<file path="config.mk">
export PLATFORM = sky130hd
export DESIGN_NAME = serial_add_ctrl_flat
export DESIGN_NICKNAME = d
export VERILOG_FILES = /design/src/rtl/serial_add_pkg.sv /design/src/rtl/serial_add_ctrl_if.sv /design/src/rtl/fa_cell.sv /design/src/rtl/serial_add_ctrl.sv /design/src/flat_wrapper.sv
export SDC_FILE = /design/constraint.sdc
export NUM_CORES = 1
export LEC_CHECK = 0
export CELL_PAD_IN_SITES_DETAIL_PLACEMENT = 1
export CELL_PAD_IN_SITES_GLOBAL_PLACEMENT = 1
export CORE_MARGIN = 10
export CORE_UTILIZATION = 41
export DETAILED_ROUTE_END_ITERATION = 10
export GPL_ROUTABILITY_DRIVEN = 0
export MAX_ROUTING_LAYER = met4
export PLACE_DENSITY_LB_ADDON = 0.08
export SLEW_MARGIN = 20
export SYNTH_ARGS = -nofsm -noshare
export SYNTH_HDL_FRONTEND = slang
export SYNTH_SLANG_ARGS = --single-unit
</file>
<file path="constraint.sdc">
create_clock -name clk -period 3.83 [get_ports clk]
set_clock_uncertainty 0.05 [all_clocks]
set_input_delay 0.766 -clock clk [delete_from_list [all_inputs] [get_ports clk]]
set_output_delay 0.766 -clock clk [all_outputs]
set_load 0.005 [all_outputs]
</file>
<file path="src/rtl/serial_add_pkg.sv">
// Shared types and constants for the bit-serial adder controller.
package serial_add_pkg;

    localparam int DEFAULT_WIDTH = 8;

    typedef enum logic [1:0] {
        IDLE,
        RUN,
        DONE
    } state_t;

endpackage

</file>
<file path="src/rtl/serial_add_ctrl_if.sv">
// Request/result bundle between a datapath and the serial adder controller.
// SERIAL_ADD_SUB_EN adds the sub request line.
interface serial_add_ctrl_if
    import serial_add_pkg::*;
#(
    parameter int WIDTH = DEFAULT_WIDTH
);

    logic             start;
    logic [WIDTH-1:0] a;
    logic [WIDTH-1:0] b;
    logic             cin;
`ifdef SERIAL_ADD_SUB_EN
    logic             sub;
`endif
    logic             busy;
    logic             done;
    logic [WIDTH-1:0] sum;
    logic             cout;
    logic             ovf;

`ifdef SERIAL_ADD_SUB_EN
    modport master (
        output start, a, b, cin, sub,
        input  busy, done, sum, cout, ovf
    );
    modport slave (
        input  start, a, b, cin, sub,
        output busy, done, sum, cout, ovf
    );
`else
    modport master (
        output start, a, b, cin,
        input  busy, done, sum, cout, ovf
    );
    modport slave (
        input  start, a, b, cin,
        output busy, done, sum, cout, ovf
    );
`endif

endinterface

</file>
<file path="src/rtl/fa_cell.sv">
// Combinational 1-bit full adder shared by the serial controller.
module fa_cell (
    input  logic a,
    input  logic b,
    input  logic ci,
    output logic s,
    output logic co
);

    assign s  = a ^ b ^ ci;
    assign co = (a & b) | (ci & (a ^ b));

endmodule

</file>
<file path="src/rtl/serial_add_ctrl.sv">
// Bit-serial adder controller: one full-adder cell, LSB first, WIDTH cycles.
// Define SERIAL_ADD_SUB_EN to enable subtraction via the sub request line.
module serial_add_ctrl
    import serial_add_pkg::*;
#(
    parameter int WIDTH = DEFAULT_WIDTH
) (
    input logic              clk,
    input logic              rst,
    serial_add_ctrl_if.slave bus
);

    localparam int CW = $clog2(WIDTH);
    localparam logic [CW-1:0] LAST = CW'(WIDTH - 1);

    state_t           state;
    state_t           state_nx;
    logic             accept;
    logic             last;
    logic [WIDTH-1:0] a_sh;
    logic [WIDTH-1:0] b_sh;
    logic [WIDTH-1:0] res;
    logic             carry;
    logic             cout_q;
    logic             ovf_q;
    logic [CW-1:0]    cnt;
    logic             s_bit;
    logic             c_bit;
    logic [WIDTH-1:0] b_in;
    logic             c_in;

`ifdef SERIAL_ADD_SUB_EN
    // Two's-complement subtract: invert B and seed the carry with one.
    assign b_in = bus.sub ? ~bus.b : bus.b;
    assign c_in = bus.sub | bus.cin;
`else
    assign b_in = bus.b;
    assign c_in = bus.cin;
`endif

    fa_cell u_fa (
        .a  (a_sh[0]),
        .b  (b_sh[0]),
        .ci (carry),
        .s  (s_bit),
        .co (c_bit)
    );

    always_ff @(posedge clk or posedge rst) begin
        if (rst) state <= IDLE;
        else     state <= state_nx;
    end

    always_comb begin
        state_nx = state;
        accept   = 1'b0;
        last     = 1'b0;
        unique case (state)
            IDLE: begin
                if (bus.start) begin
                    accept   = 1'b1;
                    state_nx = RUN;
                end
            end
            RUN: begin
                if (cnt == LAST) begin
                    last     = 1'b1;
                    state_nx = DONE;
                end
            end
            DONE: begin
                accept   = bus.start;
                state_nx = bus.start ? RUN : IDLE;
            end
            default: state_nx = IDLE;
        endcase
    end

    always_ff @(posedge clk or posedge rst) begin
        if (rst) begin
            a_sh   <= '0;
            b_sh   <= '0;
            res    <= '0;
            carry  <= 1'b0;
            cout_q <= 1'b0;
            ovf_q  <= 1'b0;
            cnt    <= '0;
        end else if (accept) begin
            a_sh  <= bus.a;
            b_sh  <= b_in;
            carry <= c_in;
            cnt   <= '0;
        end else if (state == RUN) begin
            a_sh  <= a_sh >> 1;
            b_sh  <= b_sh >> 1;
            res   <= {s_bit, res[WIDTH-1:1]};
            carry <= c_bit;
            if (last) begin
                // carry is the MSB carry-in on the final bit
                cout_q <= c_bit;
                ovf_q  <= carry ^ c_bit;
            end else begin
                cnt <= cnt + 1'b1;
            end
        end
    end

    assign bus.busy = (state == RUN);
    assign bus.done = (state == DONE);
    assign bus.sum  = res;
    assign bus.cout = cout_q;
    assign bus.ovf  = ovf_q;

endmodule

</file>
<file path="src/flat_wrapper.sv">
// flat-port wrapper written by rule: the top's interface ports become plain ports
module serial_add_ctrl_flat import serial_add_pkg::*;
#(
    parameter int WIDTH = DEFAULT_WIDTH
)
  (clk, rst, bus_start, bus_a, bus_b, bus_cin, bus_busy, bus_done, bus_sum, bus_cout, bus_ovf);
  serial_add_ctrl_if #(.WIDTH(WIDTH)) bus_i ();
  input logic clk;
  input logic rst;
  input wire logic [$bits(bus_i.start)-1:0] bus_start;
  input wire logic [$bits(bus_i.a)-1:0] bus_a;
  input wire logic [$bits(bus_i.b)-1:0] bus_b;
  input wire logic [$bits(bus_i.cin)-1:0] bus_cin;
  output wire logic [$bits(bus_i.busy)-1:0] bus_busy;
  output wire logic [$bits(bus_i.done)-1:0] bus_done;
  output wire logic [$bits(bus_i.sum)-1:0] bus_sum;
  output wire logic [$bits(bus_i.cout)-1:0] bus_cout;
  output wire logic [$bits(bus_i.ovf)-1:0] bus_ovf;
  assign bus_i.start = bus_start;
  assign bus_i.a = bus_a;
  assign bus_i.b = bus_b;
  assign bus_i.cin = bus_cin;
  assign bus_busy = bus_i.busy;
  assign bus_done = bus_i.done;
  assign bus_sum = bus_i.sum;
  assign bus_cout = bus_i.cout;
  assign bus_ovf = bus_i.ovf;
  serial_add_ctrl #(.WIDTH(WIDTH)) u_core (.clk(clk), .rst(rst), .bus(bus_i));
endmodule
</file>
## Word-level counts from Yosys, hierarchy flattened

Index checks and enable logic that the tools add are counted.

- Flip-flop bits (word level): 32
- Bits in latches: 0
- Memory bits (writable): 0
- Bits in read-only memories: 0
- Bits of input ports: 20
- Output and inout port bits: 12
- Logic and storage cells: 45
- Memories kept: 0

- $add $sub $neg: 1
- Multiply operators: 0
- Divide/modulo/power cells: 0
- Magnitude comparators: 0
- Eq/ne operators: 6
- Shifts and indexed selects: 0
- Muxes and demuxes: 17
- Bitwise logic cells: 7
- Reductions and logical operators: 6

Operators with widths:

| cell | count |
|---|---|
| two-way mux 8 bit | 4 |
| two-way mux 3 bit | 3 |
| two-way mux 1 bit | 6 |
| case mux 2 bit (3 select lines) | 1 |
| AND reduction 2 bit | 3 |
| two-way mux 2 bit | 2 |
| != test 2 x 1 -> 1 bit (second input constant) | 2 |
| adder 3 x 1 -> 3 bit (second input constant) | 1 |
| == test 3 bit (second input constant) | 1 |
| AND reduction 3 bit | 1 |
| XOR 1 bit | 3 |
| bitwise AND 1 bit | 2 |
| == test 2 x 1 -> 1 bit (second input constant) | 1 |
| == test 2 bit (second input constant) | 1 |
| logical NOT 2 bit | 1 |
| != test 2 bit (second input constant) | 1 |
| case mux 1 bit (2 select lines) | 1 |
| nonzero test 2 bit | 1 |
| inverter 1 bit | 1 |
| OR 1 bit | 1 |

## Longest topological paths before layout

Gate-level depths: netlist of run 1.

- Depth in word-level cells: 6
- Gate-level depth with buffers: 6
- Mapped depth without buffers: 5

## By module

From an unflattened synthesis of run 1, not the netlist that was laid out.

- Cell total of the unflattened synthesis: 149
- Area, all modules: 1502.7 µm²

Modules (own cells, without submodules):

| module | times used | cells an instance | area each (µm²) | sequential area each (µm²) |
|---|---|---|---|---|
| serial_add_ctrl | 1 | 148 | 1482.7 | 800.8 |
| fa_cell | 1 | 1 | 20.0 | 0.0 |

## Worst setup path before layout of run 1

OpenSTA, ideal clock, no wires.

- Kind: reg2out
- From: register u_core.state[1]
- To: output bus_busy
- Data arrival time: 0.832 ns
- Required time: 3.014 ns
- Slack: 2.182 ns
- Cell stages (with the launch flop): 5
- Buffers on the path: 2
- Path through: dfrtp_1 buf_6 nand2b_4 inv_2 buf_2

- Word-level cells in the longest chain between the ends: 1

Ends and longest elaborated chain:

| what | line | RTL |
|---|---|---|
| start, declared | serial_add_ctrl.sv:16 | `state_t state;` |
| start signal, assigned | serial_add_ctrl.sv:51 | `else state <= state_nx;` |
| == test 2 x 1 -> 1 bit | serial_add_ctrl.sv:108 | `assign bus.busy = (state == RUN);` |
| end, declared | flat_wrapper.sv:14 | `output wire logic [$bits(bus_i.busy)-1:0] bus_busy;` |

Every way passes these cells.

## Worst setup path in the final report of run 1

- From: register u_core.state[0]
- To: output bus_busy

Same word-level chain as after synthesis.

==> results of run 1 <==
-- tightest hold or removal path, delay by kind of cell (launching register included) --
kind          cells  cell delay [ns]
simple gates      2             0.11
flops             1             0.35
-- layer usage --
layer,track usage,vias to the layer above
met3,0.0552,6
met2,0.189,32
met1,0.119,558
met4,0.0466,0
li1,-,547
met5,-,-
-- state kept, by name, summed over array words and instances (netlist names) --
| register | count |
|---|---|
| u_core.bus.ovf | 1 |
| u_core.bus.cout | 1 |
| u_core.a_sh | 8 |
| u_core.carry | 1 |
| u_core.b_sh | 8 |
| u_core.state | 2 |
| u_core.cnt | 3 |
| u_core.bus.sum | 8 |
-- logic make-up (layout without fill, tap and decap cells) --
| group | count (synthesis) | count (layout) | synth area share |
|---|---|---|---|
| AND/OR/NAND/NOR | 44 | 44 | 0.143 |
| AO/OA/AOI/OAI | 37 | 37 | 0.152 |
| flip-flops | 32 | 32 | 0.550 |
| buffers and inverters | 22 | 53 | 0.0807 |
| multiplexers | 5 | 5 | 0.0378 |
| adder cells (fa/ha/maj) | 3 | 3 | 0.0309 |
| XOR/XNOR | 1 | 1 | 0.00601 |
-- synthesized netlist by cell type, drive strengths merged --
master  count
or3b        1
and2        1
xnor2       1
dfrtp      32
o21ai       1
mux2        1
a211oi      4
fa          1
nand2b      2
inv        13
nor2b       6
nand2      28
mux2i       4
ha          2
buf         9
o211ai      1
a22o        2
a21oi      17
o22ai      11
nor2        2
a21o        1
nand3       4
-- per-stage QoR --
step | hold slack (ns) | power [W] | util | setup WS (ns)
2_1_floorplan | 0.403 | 0.00100 | - | 2.18
3_3_place_gp | 0.418 | 0.00116 | 0.520 | 1.37
3_5_place_dp | 0.420 | 0.00121 | 0.520 | 1.29
4_1_cts | 0.444 | 0.00142 | 0.537 | 0.897
5_1_grt | 0.481 | 0.00152 | 0.537 | 0.752
6_report | 0.434 | 0.00139 | 0.537 | 0.923
-- worst min-delay path by stage --
stage | start | end | cells after the start
CTS | u_core.bus.sum[0] | u_core.bus.sum[0] | 2
finish | u_core.bus.sum[0] | u_core.bus.sum[0] | 2
detailed placement | u_core.bus.sum[0] | u_core.bus.sum[0] | 2
global route | u_core.bus.sum[0] | u_core.bus.sum[0] | 2
floorplan | u_core.cnt[0] | u_core.cnt[0] | 1
global placement | u_core.bus.sum[0] | u_core.bus.sum[0] | 2
-- power groups by stage --
stage                     clock (W)  sequential (W)  combinational (W)
final                      0.000202        0.000619           0.000569
after floorplan                   0        0.000580           0.000424
after global routing       0.000229        0.000643           0.000647
after detailed placement          0        0.000627           0.000583
after global placement            0        0.000615           0.000547
after CTS                  0.000210        0.000621           0.000585
-- final cells by class --
class | instances | area [sq um]
inverter | 13 | 48.8
sequential | 32 | 801
timing repair buffer | 32 | 318
clock buffer | 8 | 58.8
multi-input combinational | 90 | 538
tap | 46 | 57.6
fill | 382 | 1570
==> flow_summary.yaml, run 1 <==
outcome:
  outcome: "finished clean"
routing:
  total_length_of_routed_wires_mm: 3.32
  via_count: 1143
  drtAntennaViolNets: 0
  routed-wl-met3_um: 219
  route.detailed.drc: 0
  vias_per_cell: 5.17
  drt-initial-drc-count: 50
  drt-wirelength-per-cell_um: 15.0
  routedLengthMet1_mm: 1.44
  top_signal_layer_used: "met4"
  met2WireLength_mm: 1.61
  drt_pre_antenna_iters: 4
clocking:
  worst_setup_hold_path_clk_slew_ns: 0.09
  cts_setup_buffers: 0
  cts_resized: 0
  cts_hold_buffers: 0
  tritoncts: "done"
  cts-buffers-inserted: 5
  ctsRootBufferMaster: "clkbuf_4"
  clock_insertion_delay_worst_skew_ns: 0.33
  cts.htree.levels: 2
  clock_sink_count: 32
  clock_path_buffers: 2
power_and_ir_drop:
  p_int_w: 0.000874
  combPwrFrac: 0.409
  ir_drop_mv: 0.295
  leakagePower_nw: 0.836
  clk_network_pwr_share: 0.145
  power_per_cell_area_nw_per_um2: 763
  p_sw_frac: 0.371
  power.net_switching_w: 0.000516
  power_frac_seq: 0.446
setup_path:
  setup.worst_path.start: "u_core.state[0]"
  timing.critical_path.required_ns: 3.01
  critPathCaptureType: "output pin"
  worstSetupPathType: "reg2out"
  critPathLaunchType: "flip-flop"
  timing.critical_path.depth: 3
  cp-endpoint: "bus_busy"
  critical_path.top_delay_family: "buffers and inverters"
  r2r-end: "u_core.bus.cout"
  worst-r2r-cell-count: 4
  reg2reg_setup_slack_ns: 1.98
  worstPathArrival_ns: 2.09
  cpMaxStageDelayCell: "dfrtp_1"
  critical_path_peak_fanout: 20
  timing.critical_path.buf_inv: 2
  worst_r2r_startpoint: "u_core.state[0]"
  worst_path_largest_cell_delay_ns: 0.72
  critical_path.cell_chain: "nand2b_4, inv_2, clkdlybuf4s50_1"
final_layout:
  final_cell_area_sq_um: 1820
  fin_cells: 221
  highest_count_cells_in_the_layout_ignoring_fill_and_taps: "dfrtp_1, clkdlybuf4s50_1, nand2_1"
  antennaDiodeCount: 0
  layout.nets: 197
  drive_gt1_frac: 0.0629
  area_growth_pct: 25.1
  layout_commonest_cell: "dfrtp_1"
die:
  floorplan.initialDensity: 0.430
  top_level_ports: 32
  design.die.area_sq_um: 6340
  core_sq_um: 3390
  fp-row-count: 21
  die_y_um: 79.6
  fp.dieW_um: 79.6
synthesis:
  number_of_nets_in_the_synthesized_netlist: 167
  ys.warnings.count: 0
  ys_top_cells_by_area: "dfrtp_1, nand2_1, a21oi_1"
  synth_seq_cells: 32
  synth_top_cell_by_area: "dfrtp_1"
  post_synthesis_area_per_instance_sq_um: 10.1
  netlist_area_sq_um: 1460
  yosysUniqueCellTypes: 26
  syn_inst: 144
  ys_seq_area_frac: 0.550
  yosys.area.top_type_share: 0.550
sta:
  setup_violations: 0
  worst_slew_pin_slew_ns: 0.580
  fmax_mhz: 344
  grt_setup_unrepaired: "no"
  timing.final.max_slew_violations: 0
  timing.final.crit_share: 0.759
  min_period_ns: 2.91
  max_transition_margin: 0.613
  fin_setup_tns_ns: 0
  hold_viol_final: 0
placement:
  dpl-instance-area_sq_um: 1760
  dp.final_hpwl_mm: 2.48
  io_buffers: 31
  place.detailed.instances: 213
grt:
  groute.usage.overall: 0.117
  grt-ovfl-total: 0
  pin_count_of_the_biggest_net_entering_global_routing: 33
  grt_first_pass_wirelength_mm: 5.66
  antenna_violations_before_repair: 0
  first_global_vias: 1255
min_path:
  hold_path_class: "reg2reg"
run:
  max-cap-violations: 0
No activity file was read; power rests on OpenSTA's default activity.
==> run 2: changes to the inputs <==
CORE_UTILIZATION = 34   (was 41)
clock period = 2.4 ns   (was 3.83 ns; I/O delays follow)
==> run 2 against run 1 <==
Net effect: routed wire length fell by 1.7%; non-clock buffer count rose by 3; count of clock-buffer cells in the layout did not move; register-to-register slack got worse by 1.2 ns; total power rose by 67%; critical path type unchanged; critical endpoint is now bus_done; highest routed layer unchanged.
==> flow_summary.yaml, run 2 (same netlist as run 1, synthesis figures left out) <==
clocking:
  cts_hold_buffers: 0
  cts-buffers-inserted: 5
  cts_resized: 0
  ctsRootBufferMaster: "clkbuf_8"
  clock_insertion_delay_worst_skew_ns: 0.28
  worst_setup_hold_path_clk_slew_ns: 0.06
  cts_setup_buffers: 0
  tritoncts: "done"
  cts.htree.levels: 2
  clock_sink_count: 32
  clock_path_buffers: 2
placement:
  io_buffers: 31
  dp.final_hpwl_mm: 2.38
  dpl-instance-area_sq_um: 1790
setup_path:
  critPathCaptureType: "output pin"
  worstSetupPathType: "reg2out"
  timing.critical_path.buf_inv: 2
  critical_path.top_delay_family: "buffers and inverters"
  critical_path.cell_chain: "buf_4, nor2b_1, clkdlybuf4s50_1"
  critPathLaunchType: "flip-flop"
  worstPathArrival_ns: 1.53
  critical_path_peak_fanout: 17
  timing.critical_path.required_ns: 1.87
  worst_path_largest_cell_delay_ns: 0.51
  cpMaxStageDelayCell: "clkdlybuf4s50_1"
routing:
  drt-initial-drc-count: 46
  route.detailed.drc: 0
  drt-wirelength-per-cell_um: 14.3
  via_count: 1104
  drt_pre_antenna_iters: 2
  vias_per_cell: 4.84
  drtAntennaViolNets: 0
  total_length_of_routed_wires_mm: 3.26
final_layout:
  highest_count_cells_in_the_layout_ignoring_fill_and_taps: "dfrtp_1, clkdlybuf4s50_1, nand2_1"
  antennaDiodeCount: 0
  final_cell_area_sq_um: 1880
  area_growth_pct: 29.1
  layout.nets: 200
  register_area_sq_um: 801
  layout_commonest_cell: "dfrtp_1"
  drive_gt1_frac: 0.0787
  multi_input_area_sq_um: 538
  final.fill_count: 465
die:
  fp-row-count: 23
  top_level_ports: 32
  die_y_um: 85.5
  design.die.area_sq_um: 7300
  fp.dieW_um: 85.5
  floorplan.initialDensity: 0.356
  core_sq_um: 4090
sta:
  grt_setup_unrepaired: "no"
  max_transition_margin: 0.644
  timing.final.crit_share: 0.857
  timing.final.max_slew_violations: 0
  min_period_ns: 2.06
  fmax_mhz: 486
  hold_viol_final: 0
  setup_violations: 0
  fin_setup_tns_ns: 0
  worst_slew_pin_slew_ns: 0.534
grt:
  pin_count_of_the_biggest_net_entering_global_routing: 33
  grt_first_pass_wirelength_mm: 5.69
  antenna_violations_before_repair: 0
  groute.usage.overall: 0.0977
  first_global_vias: 1214
  grt-ovfl-total: 0
outcome:
  outcome: "finished clean"
power_and_ir_drop:
  leakagePower_nw: 0.864
  ir_drop_mv: 0.513
  power_per_cell_area_nw_per_um2: 1240
run:
  max-cap-violations: 0
min_path:
  hold_path_class: "reg2reg"
## run 2: routing by layer
metal | track usage | wire length (um) | up-vias
li1 | - | - | 549
met1 | 0.103 | 1470 | 523
met2 | 0.156 | 1490 | 27
met3 | 0.0488 | 260 | 5
met4 | 0.0314 | 42 | 0
met5 | - | 0 | -
## run 2: where the power goes
group	total (W)	switching [W]	internal, W
combinational	0.000955	0.000468	0.000486
sequential	0.000950	0.000162	0.000788
clock	0.000420	0.000186	0.000234
total	0.00232	0.000816	0.00151
## run 2: through the flow
step | power (W) | hold slack (ns) | setup slack (ns) | instances | utilization
after floorplan | 0.00160 | 0.403 | 0.917 | 144 | -
after global placement | 0.00189 | 0.412 | 0.378 | 220 | 0.438
after detailed placement | 0.00195 | 0.420 | 0.298 | 220 | 0.438
after CTS | 0.00237 | 0.436 | 0.315 | 228 | 0.460
after global routing | 0.00255 | 0.461 | 0.268 | 228 | 0.460
final | 0.00232 | 0.424 | 0.343 | 228 | 0.460
## run 2: final timing paths
| kind | start | to | slack [ns] | cells after the start |
|---|---|---|---|---|
| setup / recovery | u_core.state[0] | bus_done | 0.34 | 3 |
| hold / removal | u_core.bus.sum[0] | u_core.bus.sum[0] | 0.42 | 2 |
| setup reg to reg | u_core.cnt[0] | u_core.cnt[0] | 0.79 | 5 |
| hold reg to reg | u_core.bus.sum[0] | u_core.bus.sum[0] | 0.42 | 2 |
| max in group asynchronous | rst | u_core.bus.sum[5] | 1.45 | 3 |
| min in group asynchronous | rst | u_core.bus.sum[0] | 0.54 | 3 |
## run 2: cell type report
cell class,count,area share
clock buffers,8,0.0479
inverters,13,0.0259
multi-input cells,90,0.286
flip-flops and latches,32,0.426
well taps,50,0.0333
repair buffers,35,0.181
## run 2: worst min-delay path, cell delays in order (launching register included)
cell     delay, ns
dfrtp_1       0.34
nand2_1       0.05
nand2_1       0.06
